**src/rtl/csr_redirect_forwarder.sv**
```systemverilog
// In-flight CSR write pipeline from EX to commit, with youngest-first forwarding
// of pending CSR values into the ID-stage redirect PC and csrr* read paths.
module csr_redirect_forwarder #(
   parameter int XLEN   = 32,
   parameter int DEPTH  = 2,
   parameter int ADDR_W = 12
) (
   input  logic              clk,
   input  logic              rstn,
   input  logic              stall,
   input  logic              flush,
   input  logic              ex_csr_write,
   input  logic [ADDR_W-1:0] ex_csr_addr,
   input  logic [XLEN-1:0]   ex_csr_wdata,
   input  logic [2:0]        trap,
   output logic [ADDR_W-1:0] csr_read_addr,
   input  logic [XLEN-1:0]   csr_read_data,
   input  logic [ADDR_W-1:0] rd_addr,
   input  logic [XLEN-1:0]   rd_file_data,
   output logic [XLEN-1:0]   rd_data,
   output logic [XLEN-1:0]   redirect_pc,
   output logic              redirect_hit,
   output logic              commit_we,
   output logic [ADDR_W-1:0] commit_addr,
   output logic [XLEN-1:0]   commit_data
);

   localparam logic [2:0] TRAP_NONE  = 3'b000;
   localparam logic [2:0] TRAP_ECALL = 3'b001;
   localparam logic [2:0] TRAP_UNIMP = 3'b010;
   localparam logic [2:0] TRAP_MRET  = 3'b011;
   localparam logic [2:0] TRAP_SRET  = 3'b100;

   localparam logic [ADDR_W-1:0] CSR_MEPC  = ADDR_W'(12'h341);
   localparam logic [ADDR_W-1:0] CSR_SEPC  = ADDR_W'(12'h141);
   localparam logic [ADDR_W-1:0] CSR_MTVEC = ADDR_W'(12'h305);

   logic [DEPTH-1:0]             r_valid;
   logic [DEPTH-1:0][ADDR_W-1:0] r_addr;
   logic [DEPTH-1:0][XLEN-1:0]   r_data;

   logic                         w_exValid;
   logic [XLEN:0]                w_redirectLookup;
   logic [XLEN:0]                w_rdLookup;

   // Flush beats stall: the pipeline still advances, only the EX write is dropped.
   always_ff @(posedge clk or negedge rstn) begin
      if (!rstn) begin
         r_valid <= '0;
         r_addr  <= '0;
         r_data  <= '0;
      end else if (flush || !stall) begin
         r_valid[0] <= ex_csr_write & ~flush;
         r_addr[0]  <= flush ? '0 : ex_csr_addr;
         r_data[0]  <= flush ? '0 : ex_csr_wdata;
         for (int i = 1; i < DEPTH; i++) begin
            r_valid[i] <= r_valid[i-1];
            r_addr[i]  <= r_addr[i-1];
            r_data[i]  <= r_data[i-1];
         end
      end
   end

   always_comb begin
      csr_read_addr = CSR_MEPC;
      case (trap)
         TRAP_MRET:  csr_read_addr = CSR_MEPC;
         TRAP_SRET:  csr_read_addr = CSR_SEPC;
         TRAP_ECALL: csr_read_addr = CSR_MTVEC;
         TRAP_UNIMP: csr_read_addr = CSR_MTVEC;
         default:    csr_read_addr = CSR_MEPC;
      endcase
   end

   // Returns {hit, value}; oldest candidates are applied first so younger ones override.
   function automatic logic [XLEN:0] lookup(
      input logic [ADDR_W-1:0]             a,
      input logic [XLEN-1:0]               fileData,
      input logic                          exValid,
      input logic [ADDR_W-1:0]             exAddr,
      input logic [XLEN-1:0]               exData,
      input logic [DEPTH-1:0]              v,
      input logic [DEPTH-1:0][ADDR_W-1:0]  ad,
      input logic [DEPTH-1:0][XLEN-1:0]    d
   );
      logic [XLEN:0] res;
      res = {1'b0, fileData};
      for (int i = DEPTH - 1; i >= 0; i--) begin
         if (v[i] && (ad[i] == a)) begin
            res = {1'b1, d[i]};
         end
      end
      if (exValid && (exAddr == a)) begin
         res = {1'b1, exData};
      end
      return res;
   endfunction

   assign w_exValid = ex_csr_write & ~flush;

   always_comb begin
      w_redirectLookup = lookup(csr_read_addr, csr_read_data, w_exValid, ex_csr_addr,
                                ex_csr_wdata, r_valid, r_addr, r_data);
      w_rdLookup       = lookup(rd_addr, rd_file_data, w_exValid, ex_csr_addr,
                                ex_csr_wdata, r_valid, r_addr, r_data);
   end

   assign redirect_pc  = (trap == TRAP_NONE) ? csr_read_data : w_redirectLookup[XLEN-1:0];
   assign redirect_hit = (trap != TRAP_NONE) & w_redirectLookup[XLEN];
   assign rd_data      = w_rdLookup[XLEN-1:0];

   assign commit_we    = r_valid[DEPTH-1] & ~stall;
   assign commit_addr  = r_addr[DEPTH-1];
   assign commit_data  = r_data[DEPTH-1];

endmodule

```
**config.mk**
```make
export PLATFORM = sky130hd
export DESIGN_NAME = csr_redirect_forwarder
export DESIGN_NICKNAME = d
export VERILOG_FILES = /design/src/rtl/csr_redirect_forwarder.sv
export SDC_FILE = /design/constraint.sdc
export NUM_CORES = 1
export LEC_CHECK = 0
export CAP_MARGIN = 20
export CORE_UTILIZATION = 36
export DETAILED_ROUTE_END_ITERATION = 16
export HOLD_SLACK_MARGIN = 0.08
export PLACE_DENSITY = 0.66
export REMOVE_ABC_BUFFERS = 1
export SLEW_MARGIN = 40
export SYNTH_ARGS = -nofsm -noshare
export SYNTH_HDL_FRONTEND = slang
export SYNTH_SLANG_ARGS = --single-unit
```
**constraint.sdc**
```tcl
create_clock -name clk -period 2.8 [get_ports clk]
set_clock_uncertainty 0.2 [all_clocks]
set_input_delay 0.56 -clock clk [delete_from_list [all_inputs] [get_ports clk]]
set_output_delay 0.56 -clock clk [all_outputs]
set_load 0.005 [all_outputs]
```
## Yosys cells after proc, flatten, opt, wreduce, memory -nomap -nowiden

Index checks and enable logic that the tools add are counted.

| storage, ports and cells | value |
|---|---|
| input port bits | 128 |
| word-level logic and storage cells | 40 |
| flip-flop bits (word level) | 90 |
| output and inout port bits | 122 |

| cells by class | value |
|---|---|
| equal/unequal tests | 9 |
| bitwise logic cells | 5 |
| reduce and logical (&&, ||, !) cells | 11 |
| multiplexer cells | 10 |

Operators with widths:

| cell | number |
|---|---|
| two-way mux 32 bit | 5 |
| two-way mux 33 bit | 3 |
| equality test 12 bit | 6 |
| one-hot mux 10 bit (2 select lines) | 1 |
| two-way mux 12 bit | 1 |
| logical AND 1 bit | 6 |
| AND 1 bit | 3 |
| equality test 3 x 1 -> 1 bit, second input constant | 1 |
| equality test 3 x 2 -> 1 bit, second input constant | 1 |
| equality test 3 bit, second input constant | 1 |
| zero test 3 bit | 1 |
| nonzero test 3 bit | 1 |
| inverter 1 bit | 2 |
| OR reduction 2 bit | 1 |
| zero test 1 bit | 1 |
| logical OR 1 bit | 1 |

## Logic depth before layout (Yosys ltp)

Gate-level depths: netlist of run 1.

| depth | value |
|---|---|
| depth in word-level cells | 9 |
| gate-level depth with buffers | 7 |
| gate-level depth less buffers | 5 |

## Least setup slack after synthesis of run 1

Ideal clock, no wire load.

| timing | value |
|---|---|
| path type | input to output |
| from | input port ex_csr_addr[1] |
| to | output port redirect_pc[10] |
| slack | -0.122 ns |
| arrival time | 2.162 ns |
| stages | 6 |
| required time | 2.040 ns |
| buffers on the path | 1 |
| cells stage by stage | or4b_2 -> nor4_1 -> o2111a_1 -> clkbuf_1 -> a31oi_1 -> o31ai_1 |

| on the way | value |
|---|---|
| word-level cells in the longest chain between the ends | 4 |

RTL lines:

| what | line | source |
|---|---|---|
| start, declared | 13 | `input logic [ADDR_W-1:0] ex_csr_addr,` |
| equality test 12 bit | 93 | `if (exValid && (exAddr == a)) begin` |
| logical AND 1 bit | 93 |  |
| two-way mux 33 bit | 93 |  |
| two-way mux 32 bit | 108 | `assign redirect_pc = (trap == TRAP_NONE) ? csr_read_data : w_redirectLookup[XLEN-1:0];` |
| end, declared | 21 | `output logic [XLEN-1:0] redirect_pc,` |

Every way passes these cells.

## Final worst setup path of run 1

| timing | value |
|---|---|
| from | register r_addr, in the netlist commit_addr[1] |
| to | output port redirect_pc[29] |

| on the way | value |
|---|---|
| word-level cells in the longest chain between the ends | 6 |

RTL lines:

| what | line | source |
|---|---|---|
| start, declared | 39 | `logic [DEPTH-1:0][ADDR_W-1:0] r_addr;` |
| start signal, assigned by index | 58 | `r_addr[i] <= r_addr[i-1];` |
| equality test 12 bit | 89 | `if (v[i] && (ad[i] == a)) begin` |
| logical AND 1 bit | 89 |  |
| two-way mux 33 bit (2 in series) | 89 |  |
| two-way mux 33 bit | 93 |  |
| two-way mux 32 bit | 108 |  |

Every way passes these cells.

==> results by stage, run 1 <==
Run status:
- The flow ran to the end, but the final reports show violations.
- The final reports fail on setup timing.

Global route:
- The number of global-route vias before repair is 8,560.
- The met3 usage is 7.09%.
- Global routing used 31.5% of the available tracks across all layers.
- The first global-routing pass estimated 49.2 mm of wire.
- Global routing used 39.4% of the available met1 tracks.
- The met2 global-route usage is 51.9%.
- The peak-usage layer in the global routing report is met2.
- The initial antenna violation count is 0.
- The maximum number of pins on one net before global-route repair is 50.
- After global routing the overflow that remains totals 0.

Worst setup path:
- The signal arrival time at the worst endpoint is 2.66 ns.
- The largest fanout of any net on the critical path is 8.
- On the worst path, the slowest cell contributes a delay of 0.39 ns.
- The kind of end point of the critical path is a primary output.
- The combined buffer and inverter count along the critical path is 5.
- The kind of cell adding the most delay to the critical path is buffers and inverters.
- At the worst endpoint, the required time is 2.04 ns.
- The type of origin of the critical path is a register.
- The slowest stage of the critical path is the dfrtp_1 cell.
- The critical path goes through nor4_2, buf_4, nand4b_1, buf_12, a211o_4, buf_12, buf_8, a211oi_4, o31ai_4, buf_2.
- In this design, the critical path's most frequently occurring cell is buf_12.
- The class of the most critical setup path is reg -> out.

Yosys:
- The netlist uses 49 different library cells.
- Sorting the synthesized cells by area gives the leading types as dfrtp_1 31%, mux2i_1 6.2%, o21ai_0 5.8%, buf_4 5.4%, a2111oi_2 4.1%.
- Counting flops with a built-in enable in the synthesized netlist gives 0.
- Yosys printed 0 warnings.
- The number of instances in the synthesized netlist is 873.
- Ranked by instance count, the synthesized netlist is headed by 90 x dfrtp_1, 85 x o21ai_0, 77 x nor2_1, 67 x nand2_1, 66 x clkbuf_1.
- The combined area of all synthesized cells is 0.00732 mm².
- The area share of the largest cell type after synthesis is 30.8%.
- The sequential element share of the synthesized area is 30.8%.
- The flip-flop and latch count after synthesis is 90.
- In this run the mean area of a mapped cell was 8.38 µm².
- The synthesized design spends more area on one cell type than any other, namely dfrtp_1.
- After synthesis, the share of flip-flops with an asynchronous set or reset is 100%.
- The leading register cell type out of synthesis is dfrtp_1.
- By instance count, the leading cell after synthesis is dfrtp_1.

STA:
- Measured against its own limit, the worst slew margin works out to 54.9%.
- The final critical delay including setup and external delays is 3.42 ns.
- The count of final max-slew check failures was 0.
- Setup repair after global routing could not meet its margin everywhere.
- Of the available clock period, the critical path in the final layout requires 122%.
- The setup slack after layout is -0.618 ns.
- At the pin with the least slew margin, the transition time is 0.676 ns.
- The final hold slack is 0.337 ns.
- The final number of setup-violating endpoints is 65.
- The achievable clock frequency is 293 MHz.
- The final hold violation count is 0.

Clock tree:
- After clock tree synthesis, the clock-pin slew on the worst setup and hold paths is 0.07 ns.
- For the worst-skew pair, the clock arrives at the later sink with an insertion delay of 0.35 ns.
- The cell sitting at the root of the clock tree is a clkbuf_16.
- The CTS buffer count is 9.
- The maximum level of the CTS H-tree is 3.
- The number of clock sinks seen by CTS is 90.
- The TritonCTS clock tree is done.
- No sink is reached through more buffers than the 2 on the longest clock path.

Layout:
- Of the cells placed in the final design, the portion with a size suffix greater than 1 is 39.1%.
- Counting the fill cells in the layout gives 1,557.
- The synthesis-to-finish area growth is 75.8%.
- The final design area excluding fillers is 0.0129 mm².
- The sequential cell area is 0.00226 mm².
- The number of antenna diodes in the final layout is 0.
- At the end of the flow, the number of nets in the layout was 1,339.
- The area taken by multi-input logic gates is 0.00544 mm².
- The final cell utilization of the core is 65.2%.

Floorplan:
- The number of placement rows is 51.
- The floorplan step set the die width to 145 µm.
- Once the floorplan was initialized, standard cells occupied 37.1% of the core.
- The core region is 0.0197 mm².
- In this run the count of I/O pins placed on the die edge is 250.
- Measured along the y axis, the die boundary spans 145 µm.
- The floorplan step defined a die boundary enclosing 0.0209 mm².

Run:
- The max-capacitance violation count is 0.

Routing:
- In the routed design, unresolved DRC markers number 0.
- The detail-routed via count per cell is 5.85.
- The detail route stage leaves a number of antenna-violating nets equal to 0.
- The number of optimization iterations in the first detailed-route pass is 5.
- For this block, the initial DRC count from the detailed router was 790.
- The routed layout has 8,662 vias.
- The aggregate routed wire length is 33.9 mm.
- After detailed routing, the average wire length per cell comes to 22.9 µm.

Placement:
- The post-detailed-placement half-perimeter wirelength is 21.4 mm.
- After detailed placement, the total cell area comes to 0.0107 mm².
- The routability congestion estimate is 0.896.
- In this run the tool buffered the top-level ports with 240 buffer cells.

Pwr:
- Summed over all cells, the static leakage comes to 5.35 nW.
- The worst-case IR drop observed on VDD is 0.000247 V.
- The total power divided by cell area is 308 mW/mm².

Min path:
- In this run the worst hold path is classified as reg -> reg.
==> flip-flops by register name (all words and copies together) (netlist names) <==
| signal | flops |
|---|---|
| r_data | 32 |
| r_valid | 2 |
| commit_data | 32 |
| commit_addr | 12 |
| r_addr | 12 |
==> path summary, 6_finish.rpt <==
check                                           start                           to  slack [ns]  cells past startpoint
max in group asynchronous                        rstn       r_data[28]$_DFFE_PN0P_        1.13                      3
min                            r_data[15]$_DFFE_PN0P_  commit_data[15]$_DFFE_PN0P_        0.34                      2
max reg2reg                    r_valid[1]$_DFFE_PN0P_       r_valid[1]$_DFFE_PN0P_        1.55                      2
min reg2reg                    r_data[15]$_DFFE_PN0P_  commit_data[15]$_DFFE_PN0P_        0.34                      2
max                        commit_addr[1]$_DFFE_PN0P_              redirect_pc[29]       -0.62                     10
min in group asynchronous                        rstn       r_data[10]$_DFFE_PN0P_        0.60                      2
==> power by group <==
part	total (mW)	switching [mW]	leakage [nW]	internal, mW
clock	1.19	0.560	0.132	0.631
sequential	1.47	0.0900	1.19	1.38
combinational	1.29	0.627	4.03	0.665
total	3.96	1.28	5.35	2.68
==> worst min-delay path: stages (launching register included) <==
cell and delay (ns):
dfrtp_1 0.38, nand2_1 0.06, o21ai_0 0.06
==> through the flow <==
step | worst slack, ns | power, mW | setup TNS (ns) | cells
after floorplan | -1.67 | 1.82 | -101.30 | 745
after global placement | -1.39 | 2.61 | -76.25 | 1394
after detailed placement | -1.44 | 2.62 | -76.79 | 1394
after CTS | -0.586 | 3.87 | -31.19 | 1460
after global routing | -0.698 | 4.09 | -36.32 | 1481
final | -0.618 | 3.96 | -30.68 | 1481
==> layout by cell type, fill, tap and decap left out, drive strengths merged, types with 33 or more instances in the layout <==
cell type,n
buf,264
and4,33
nand2,67
nor2,77
dfrtp,90
o21ai,97
clkbuf,35
mux2i,45
inv,36
and2,35
clkdlybuf4s50,144
==> layer usage <==
metal | wire [µm] | part of all wire [%]
met2 | 16100 | 47
met3 | 3000 | 8.8
met5 | 0 | 0
met4 | 1340 | 3.9
met1 | 13500 | 40
==> area by class of cell <==
| type | instances | share of cell area (%) |
|---|---|---|
| Multi-Input combinational cell | 620 | 42.3 |
| Tap cell | 265 | 2.58 |
| Clock inverter | 5 | 0.292 |
| Clock buffer | 11 | 1.89 |
| Timing Repair Buffer | 455 | 34.4 |
| Inverter | 35 | 1.04 |
| Sequential cell | 90 | 17.5 |
==> logic make-up after synthesis <==
family,count (synthesis),share of synthesized area [%]
DFF,90,30.8
muxes,58,8.16
buffers and inverters,170,11.9
xor gates and xnor gates,41,4.91
and+or+nand+nor,247,18.0
other,2,0.103
AOI/OAI and AO/OA,265,26.2
==> repair_timing <==
| item | 4_1_cts | 5_1_grt |
|---|---|---|
| hold buffers | 1 | 0 |
| setup buffers | 44 | 19 |
| cloned | 8 | 4 |
| endpoints found under the hold margin | 48 | 0 |
| setup endpoints to repair | 67 | 65 |
| gates resized for setup | 449 | 140 |
| pin swaps | 89 | 94 |
Power figures use the tool's default switching activity.
==> inputs of run 2 (changes only) <==
--- a/config.mk
+++ b/config.mk
@@ -8,6 +8,7 @@
 export CAP_MARGIN = 20
 export CORE_UTILIZATION = 36
 export DETAILED_ROUTE_END_ITERATION = 16
+export GPL_TIMING_DRIVEN = 0
 export HOLD_SLACK_MARGIN = 0.08
 export PLACE_DENSITY = 0.66
 export REMOVE_ABC_BUFFERS = 1
==> run 2 against run 1 <==
Net effect:
- the flow still finishes with violations (setup timing)
- final area rose by 1.5%
- final cell count about the same
- fmax fell by 3.9%
- flip-flop and latch count stayed put
- critical path type is now in -> out
- critical endpoint is now rd_data[0]
- largest cell class unchanged
- largest power group unchanged
==> results by stage, run 2 (synthesis results as in run 1) <==
Layout:
- The share of post-route cells with drive strength above 1 is 43.0%.
- In the final design database the tool counted 1,337 nets.
- The area growth from synthesis to layout is 78.5%.
- The fill cell total of the finished layout is 1,484.
- In the layout the commonest cells are 145 x clkdlybuf4s50_1, 99 x buf_4, 78 x buf_2.
- Leaving out fill and tap cells, the most frequent cell in the layout is clkdlybuf4s50_1.
- Registers take 0.00227 mm².
- The area taken by multi-input logic gates is 0.00569 mm².

Clock tree:
- Clock tree synthesis inserted a total of 9 buffers.
- The insertion delay to the later sink of the worst-skew pair is 0.36 ns.
- The number of clock sinks seen by CTS is 90.
- The clock edge transition at the registers on the reported setup and hold paths is 0.07 ns.
- The clock tree synthesis step divided the H-tree into 3 levels.
- The clock root buffer master is clkbuf_16.
- The number of buffers between clock root and the deepest sink is 2.
- The TritonCTS clock tree is done.

Worst setup path:
- The worst setup path is of the in -> out kind.
- The type of origin of the critical path is a primary input.
- STA classifies the critical path endpoint as a primary output.
- STA puts the critical path data arrival time at 2.80 ns.
- STA puts the critical path data required time at 2.04 ns.
- The largest fanout of any net on the critical path is 5.
- The cell count of the worst reg-to-reg path is 3.

STA:
- For the pin with the worst max-slew slack, the measured transition is 0.513 ns.
- The final critical delay including setup and external delays is 3.56 ns.
- The count of final max-slew check failures is 0.
- Setup violations remaining at the end of the flow were counted as 65.
- For this run, the top clock speed supported by timing is 281 MHz.
- The ratio of final minimum period to clock period is 127%.
- Hold is met by 0.308 ns.
- The final hold violation count came to 0.
- Setup repair after global routing could not meet its margin everywhere.
- The accumulated negative setup slack is -38.36 ns.
- The setup slack after layout is -0.755 ns.
- The relative max-transition margin is 65.8%.

Min path:
- The worst hold path passes through 3 cells.
- The type of the worst min-delay path is in -> reg.

Global route:
- The number of global-route vias before repair is 9,258.
- The first global-routing pass estimated 55.5 mm of wire.
- The initial antenna violation count is 2.
- The total track usage is 36.0%.
- The maximum number of pins on one net before global-route repair is 51.
- The global route total overflow is 0.

Placement:
- The post-detailed-placement half-perimeter wirelength is 20.9 mm.
- The routability congestion estimate is 0.846.
- The count of buffers from port buffering is 240.

Pwr:
- The leakage power total is 5.39 nW.
- The internal power consumption is 2.75 mW.
- Power comes to 4.10 mW.
- In this run, the combinational gates consume 31.5% of the power.
- Across the VDD grid, the largest voltage drop is 0.000428 V.
- The switching part of the total is 32.8%.
- Per report_power, the sequential group accounts for 36.5% of the total.
- The total power divided by cell area is 314 mW/mm².
- The clock network accounts for 32.0% of the total power.
- The analysis attributes to net switching a power of 1.35 mW.

Routing:
- Summed over all layers, the routed wires come to 38.4 mm.
- The number of nets with antenna violations after routing is 0.
- In the routed design, unresolved DRC markers number 0.
- The number of optimization iterations in the first detailed-route pass is 5.
- The violation count after the first detailed-route iteration is 804.
- Using the TritonRoute via totals, the vias-per-cell ratio works out to 6.21.
- Detailed routing inserted a total of 9,198 vias.
- After detailed routing, the average wire length per cell comes to 26.0 µm.

Floorplan:
- Measured along the y axis, the die boundary spans 145 µm.
- The number of placement rows is 51.
- The die covers 0.0209 mm².
- The starting density of the core is 37.1%.
- For this design the top-level I/O count stands at 250.
- The floorplan step set the die width to 145 µm.
- The core region is 0.0197 mm².

Run status:
- The flow ran to the end, but the final reports show violations.
- The checks that failed: setup timing.

Run:
- The tool flagged a number of max-cap violations equal to 0.
## run 2: changes by cell type in the layout (fill, tap and decap cells not counted), sizes merged, moves of 3 or more
cell	previous run	this run
a211o	1	4
clkbuf	35	14
clkdlybuf4s15	10	3
buf	264	284
## run 2: worst paths after layout
check / startpoint / to / slack [ns]
max in group asynchronous: rstn / r_data[17]$_DFFE_PN0P_ / 1.33
worst max-delay path: rd_addr[10] / rd_data[0] / -0.76
worst max register to register: r_valid[1]$_DFFE_PN0P_ / r_valid[1]$_DFFE_PN0P_ / 1.31
worst min-delay path: ex_csr_addr[1] / r_addr[1]$_DFFE_PN0P_ / 0.31
min in group asynchronous: rstn / r_data[25]$_DFFE_PN0P_ / 0.47
worst min register to register: r_data[26]$_DFFE_PN0P_ / commit_data[26]$_DFFE_PN0P_ / 0.34
## run 2: stage by stage
stage / utilization, % / cell area [µm²] / setup WS [ns] / std cells
final: 66.2 / 13100 / -0.755 / 1480
after global routing: 66.2 / 13100 / -0.773 / 1479
after CTS: 63.3 / 12500 / -0.598 / 1442
after detailed placement: 50.4 / 9940 / -2.26 / 1301
after global placement: 47.4 / 9340 / -5.56 / 1250
after floorplan: - / 6610 / -1.67 / 745
## run 2: layout make-up
class / instances / area share (%)
Clock buffer: 10 / 1.83
Inverter: 35 / 1.01
Tap cell: 265 / 2.54
Timing Repair Buffer: 445 / 33.1
Antenna cell: 1 / 0.0192
Sequential cell: 90 / 17.4
Clock inverter: 6 / 0.556
Multi-Input combinational cell: 628 / 43.6
## run 2: power groups by stage
stage	Sequential, mW	Combinational [mW]	Clock (mW)
after floorplan	1.48	0.339	0
after global placement	1.51	0.948	0
after detailed placement	1.51	1.01	0
after CTS	1.48	1.20	1.31
after global routing	1.50	1.36	1.37
final	1.49	1.29	1.31
## run 2: worst max-delay path, cell delays in order
cell	delay [ns]
clkdlybuf4s15_2	0.28
xnor2_2	0.20
nand3_2	0.20
nor4_4	0.50
buf_4	0.22
buf_6	0.10
buf_6	0.11
buf_6	0.12
buf_6	0.13
buf_6	0.10
a221oi_2	0.03
o21ai_1	0.10
buf_2	0.14
## run 2: routing by layer
layer,global-route usage [%],vias up,wire length (µm)
li1,-,3840,-
met1,44.5,4533,14600
met2,58.4,662,18200
met3,6.75,157,3590
met4,21.3,6,2000
met5,0.501,-,38
## run 2: what timing repair did
item | 4_1_cts | 5_1_grt
endpoints found under the setup margin | 68 | 66
buffers inserted | 114 | 38
hold endpoints to repair | 40 | 0
resized for setup | 648 | 80
hold buffers | 1 | 0
cloned | 11 | 1
pin swaps | 150 | 70
==> inputs of run 3 (changes only) <==
==> constraint.sdc (replaced) <==
create_clock -name clk -period 3 [get_ports clk]
set_clock_uncertainty 0.2 [all_clocks]
set_input_delay 0.6 -clock clk [delete_from_list [all_inputs] [get_ports clk]]
set_output_delay 0.6 -clock clk [all_outputs]
set_load 0.005 [all_outputs]
==> run 3 against run 2 <==
Net effect:
- the flow still finishes with violations (setup timing)
- combinational power is 5% lower
- core utilization is 0.21 points lower
- clock power is 5% lower
- clock-buffer cell count stayed put
- largest cell class unchanged
==> results by stage, run 3 (synthesis results as in run 1) <==
Run status:
- The run finished, with violations left.
- The final reports fail on setup timing.

Layout:
- The library cell used most frequently in the layout, excluding fill and tap cells, is clkdlybuf4s50_1.
- The final cell utilization of the core is 66.0%.
- The final net count is 1,312.
- The library cells used most frequently in the layout, excluding fill and tap cells, are 144 x clkdlybuf4s50_1, 93 x buf_4, 76 x nor2_1, 76 x dfrtp_1, 65 x nand2_1.
- Fill cells in the final layout number 1,509.
- The post-route netlist has 40.4% of its cells at a drive strength greater than 1.
- The sequential cell area is 0.00227 mm².
- In the final layout, the multi-input gates occupy 0.00581 mm².
- Once layout is complete, the cells apart from fillers number 1,457.
- The synthesis-to-finish area growth is 77.9%.
- The final design area excluding fillers is 0.0130 mm².

Placement:
- The worst slack after detailed placement is -2.14 ns.
- The HPWL after detailed placement is 20.9 mm.
- In this run the cell area measured after placement is 0.00994 mm².
- The routability congestion estimate is 0.846.
- The count of buffers added on input and output ports is 240.
- The number of placed instances, taps included is 1,301.

STA:
- The count of final max-slew check failures is 0.
- Setup repair after global routing could not meet its margin everywhere.
- The setup slack after layout is -0.566 ns.
- Timing would allow up to 280 MHz.
- The final number of setup-violating endpoints is 65.
- The relative max-transition margin is 66.3%.
- For the pin with the worst max-slew slack, the measured transition is 0.506 ns.
- Dividing the final minimum period by the clock period gives 119%.
- The final hold violation count came to 0.
- The smallest clock period supported by the final layout is computed as 3.57 ns.

Clock tree:
- After clock tree synthesis, the clock-pin slew on the worst setup and hold paths is 0.08 ns.
- In this run the clock root is driven by a clkbuf_16.
- The number of buffers between clock root and the deepest sink is 2.
- The H-tree generated during clock tree synthesis spans 3 levels.
- The CTS buffer count is 9.
- The number of clock sinks seen by CTS is 90.
- The insertion delay to the later sink of the worst-skew pair is 0.36 ns.
- TritonCTS built the clock tree.

Floorplan:
- Measured along the y axis, the die boundary spans 145 µm.
- The number of placement rows is 51.
- Measured along the x axis, the die boundary spans 145 µm.
- The starting density of the core is 37.1%.
- The core area is 0.0197 mm².
- The area enclosed by the die boundary is 0.0209 mm².
- 250 I/O pins were placed.

Worst setup path:
- The class of the most critical setup path is reg -> out.
- The kind of end point of the critical path is a primary output.
- Data arrives at the worst endpoint at 2.77 ns.
- Along the worst path, the maximum fanout reaches 7.
- The type of origin of the critical path is a register.
- For the worst setup path, the data required time is 2.20 ns.
- Counting cells, the worst reg-to-reg path comes to 3.

Routing:
- The violation count after the first detailed-route iteration is 822.
- Using the TritonRoute via totals, the vias-per-cell ratio works out to 6.18.
- After detailed routing, the average wire length per cell comes to 26.0 µm.
- The via count is 8,999.
- The aggregate routed wire length is 37.9 mm.
- The number of nets with antenna violations after routing is 0.
- After detailed routing, the number of remaining DRC violations is 0.
- The first detailed-routing pass took 5 iterations.

Global route:
- Entering global routing, the biggest net connects 51 pins.
- The global-route track usage on met1 is 43.4%.
- The met3 usage is 7.45%.
- The total track usage is 35.5%.
- Global routing used 58.0% of the available met2 tracks.
- The first global-routing pass estimated 54.4 mm of wire.
- The peak-usage layer in the global routing report is met2.
- The initial antenna violation count is 2.
- The number of global-route vias before repair is 8,987.
- The global route total overflow is 0.

Pwr:
- The analysis attributes to cell leakage a power of 5.30 nW.
- For this design the ratio of total power to cell area is 297 mW/mm².
- The highest ir drop seen on vdd is 0.000265 V.

Min path:
- The min-delay analysis places its worst path in the category reg -> reg.
- The number of stages on the worst hold path is 2.

Run:
- Across the run, the number of max-cap violations was 0.
[run 3: cell count changes in the layout (fill, tap and decap cells not counted), moves of 4 or more]
cell	delta
dlygate4sd2_1	+7
buf_6	-20
buf_2	-14
o31ai_4	+7
o21ai_2	-14
o21ai_0	+10
o31ai_1	-6
o21ai_1	+7
a211oi_4	+5
a211oi_2	-4
buf_4	-6
clkbuf_2	+4
[run 3: per-stage QoR]
step / setup TNS [ns] / hold slack [ns] / power, mW
after detailed placement: -114.63 / 0.310 / 2.36
after global placement: -778.35 / 0.313 / 2.29
after global routing: -29.84 / 0.362 / 3.98
final: -26.90 / 0.336 / 3.86
after CTS: -22.62 / 0.295 / 3.74
after floorplan: -93.50 / 0.104 / 1.70
[run 3: path summary, 6_finish.rpt]
kind | start | slack [ns] | end
max reg2reg | r_valid[1]$_DFFE_PN0P_ | 1.46 | r_valid[1]$_DFFE_PN0P_
max | commit_addr[10]$_DFFE_PN0P_ | -0.57 | redirect_pc[28]
min reg2reg | r_data[14]$_DFFE_PN0P_ | 0.34 | commit_data[14]$_DFFE_PN0P_
max in group asynchronous | rstn | 1.49 | r_data[17]$_DFFE_PN0P_
min in group asynchronous | rstn | 0.51 | r_data[25]$_DFFE_PN0P_
min | r_data[14]$_DFFE_PN0P_ | 0.34 | commit_data[14]$_DFFE_PN0P_
[run 3: metal layers]
metal / wire length [µm] / vias to the layer above / part of all wire (%)
met5: 0 / - / 0
met4: 1790 / 0 / 4.7
met2: 18100 / 602 / 48
li1: - / 3781 / -
met3: 3250 / 148 / 8.6
met1: 14700 / 4468 / 39
[run 3: area by class of cell]
type,instances,area share (%)
multi-input cells,627,44.6
repair buffers,421,31.9
flip-flops and latches,90,17.5
well taps,265,2.55
clock buffers,10,1.84
inverters,35,1.01
clock inverters,6,0.557
diodes,3,0.0577
[run 3: repair_timing]
item	CTS	global route
endpoints found under the setup margin	67	65
cloned	10	1
resized for setup	567	114
setup buffers	91	37
endpoints found under the hold margin	40	0
hold buffers	1	0
pin swaps	120	69
[run 3: power by group]
group          switching [mW]  internal [mW]  leakage, nW
combinational           0.625          0.609         3.97
clock                   0.555          0.682        0.155
sequential             0.0986           1.29         1.17
[run 3: critical path: stages, from the launching register on]
cell and delay [ns]:
dfrtp_1 0.45, and4bb_2 0.32, nand4b_1 0.26, buf_6 0.24
buf_12 0.13, a211o_4 0.36, buf_6 0.16, a211oi_2 0.25
o31ai_2 0.09, buf_2 0.13
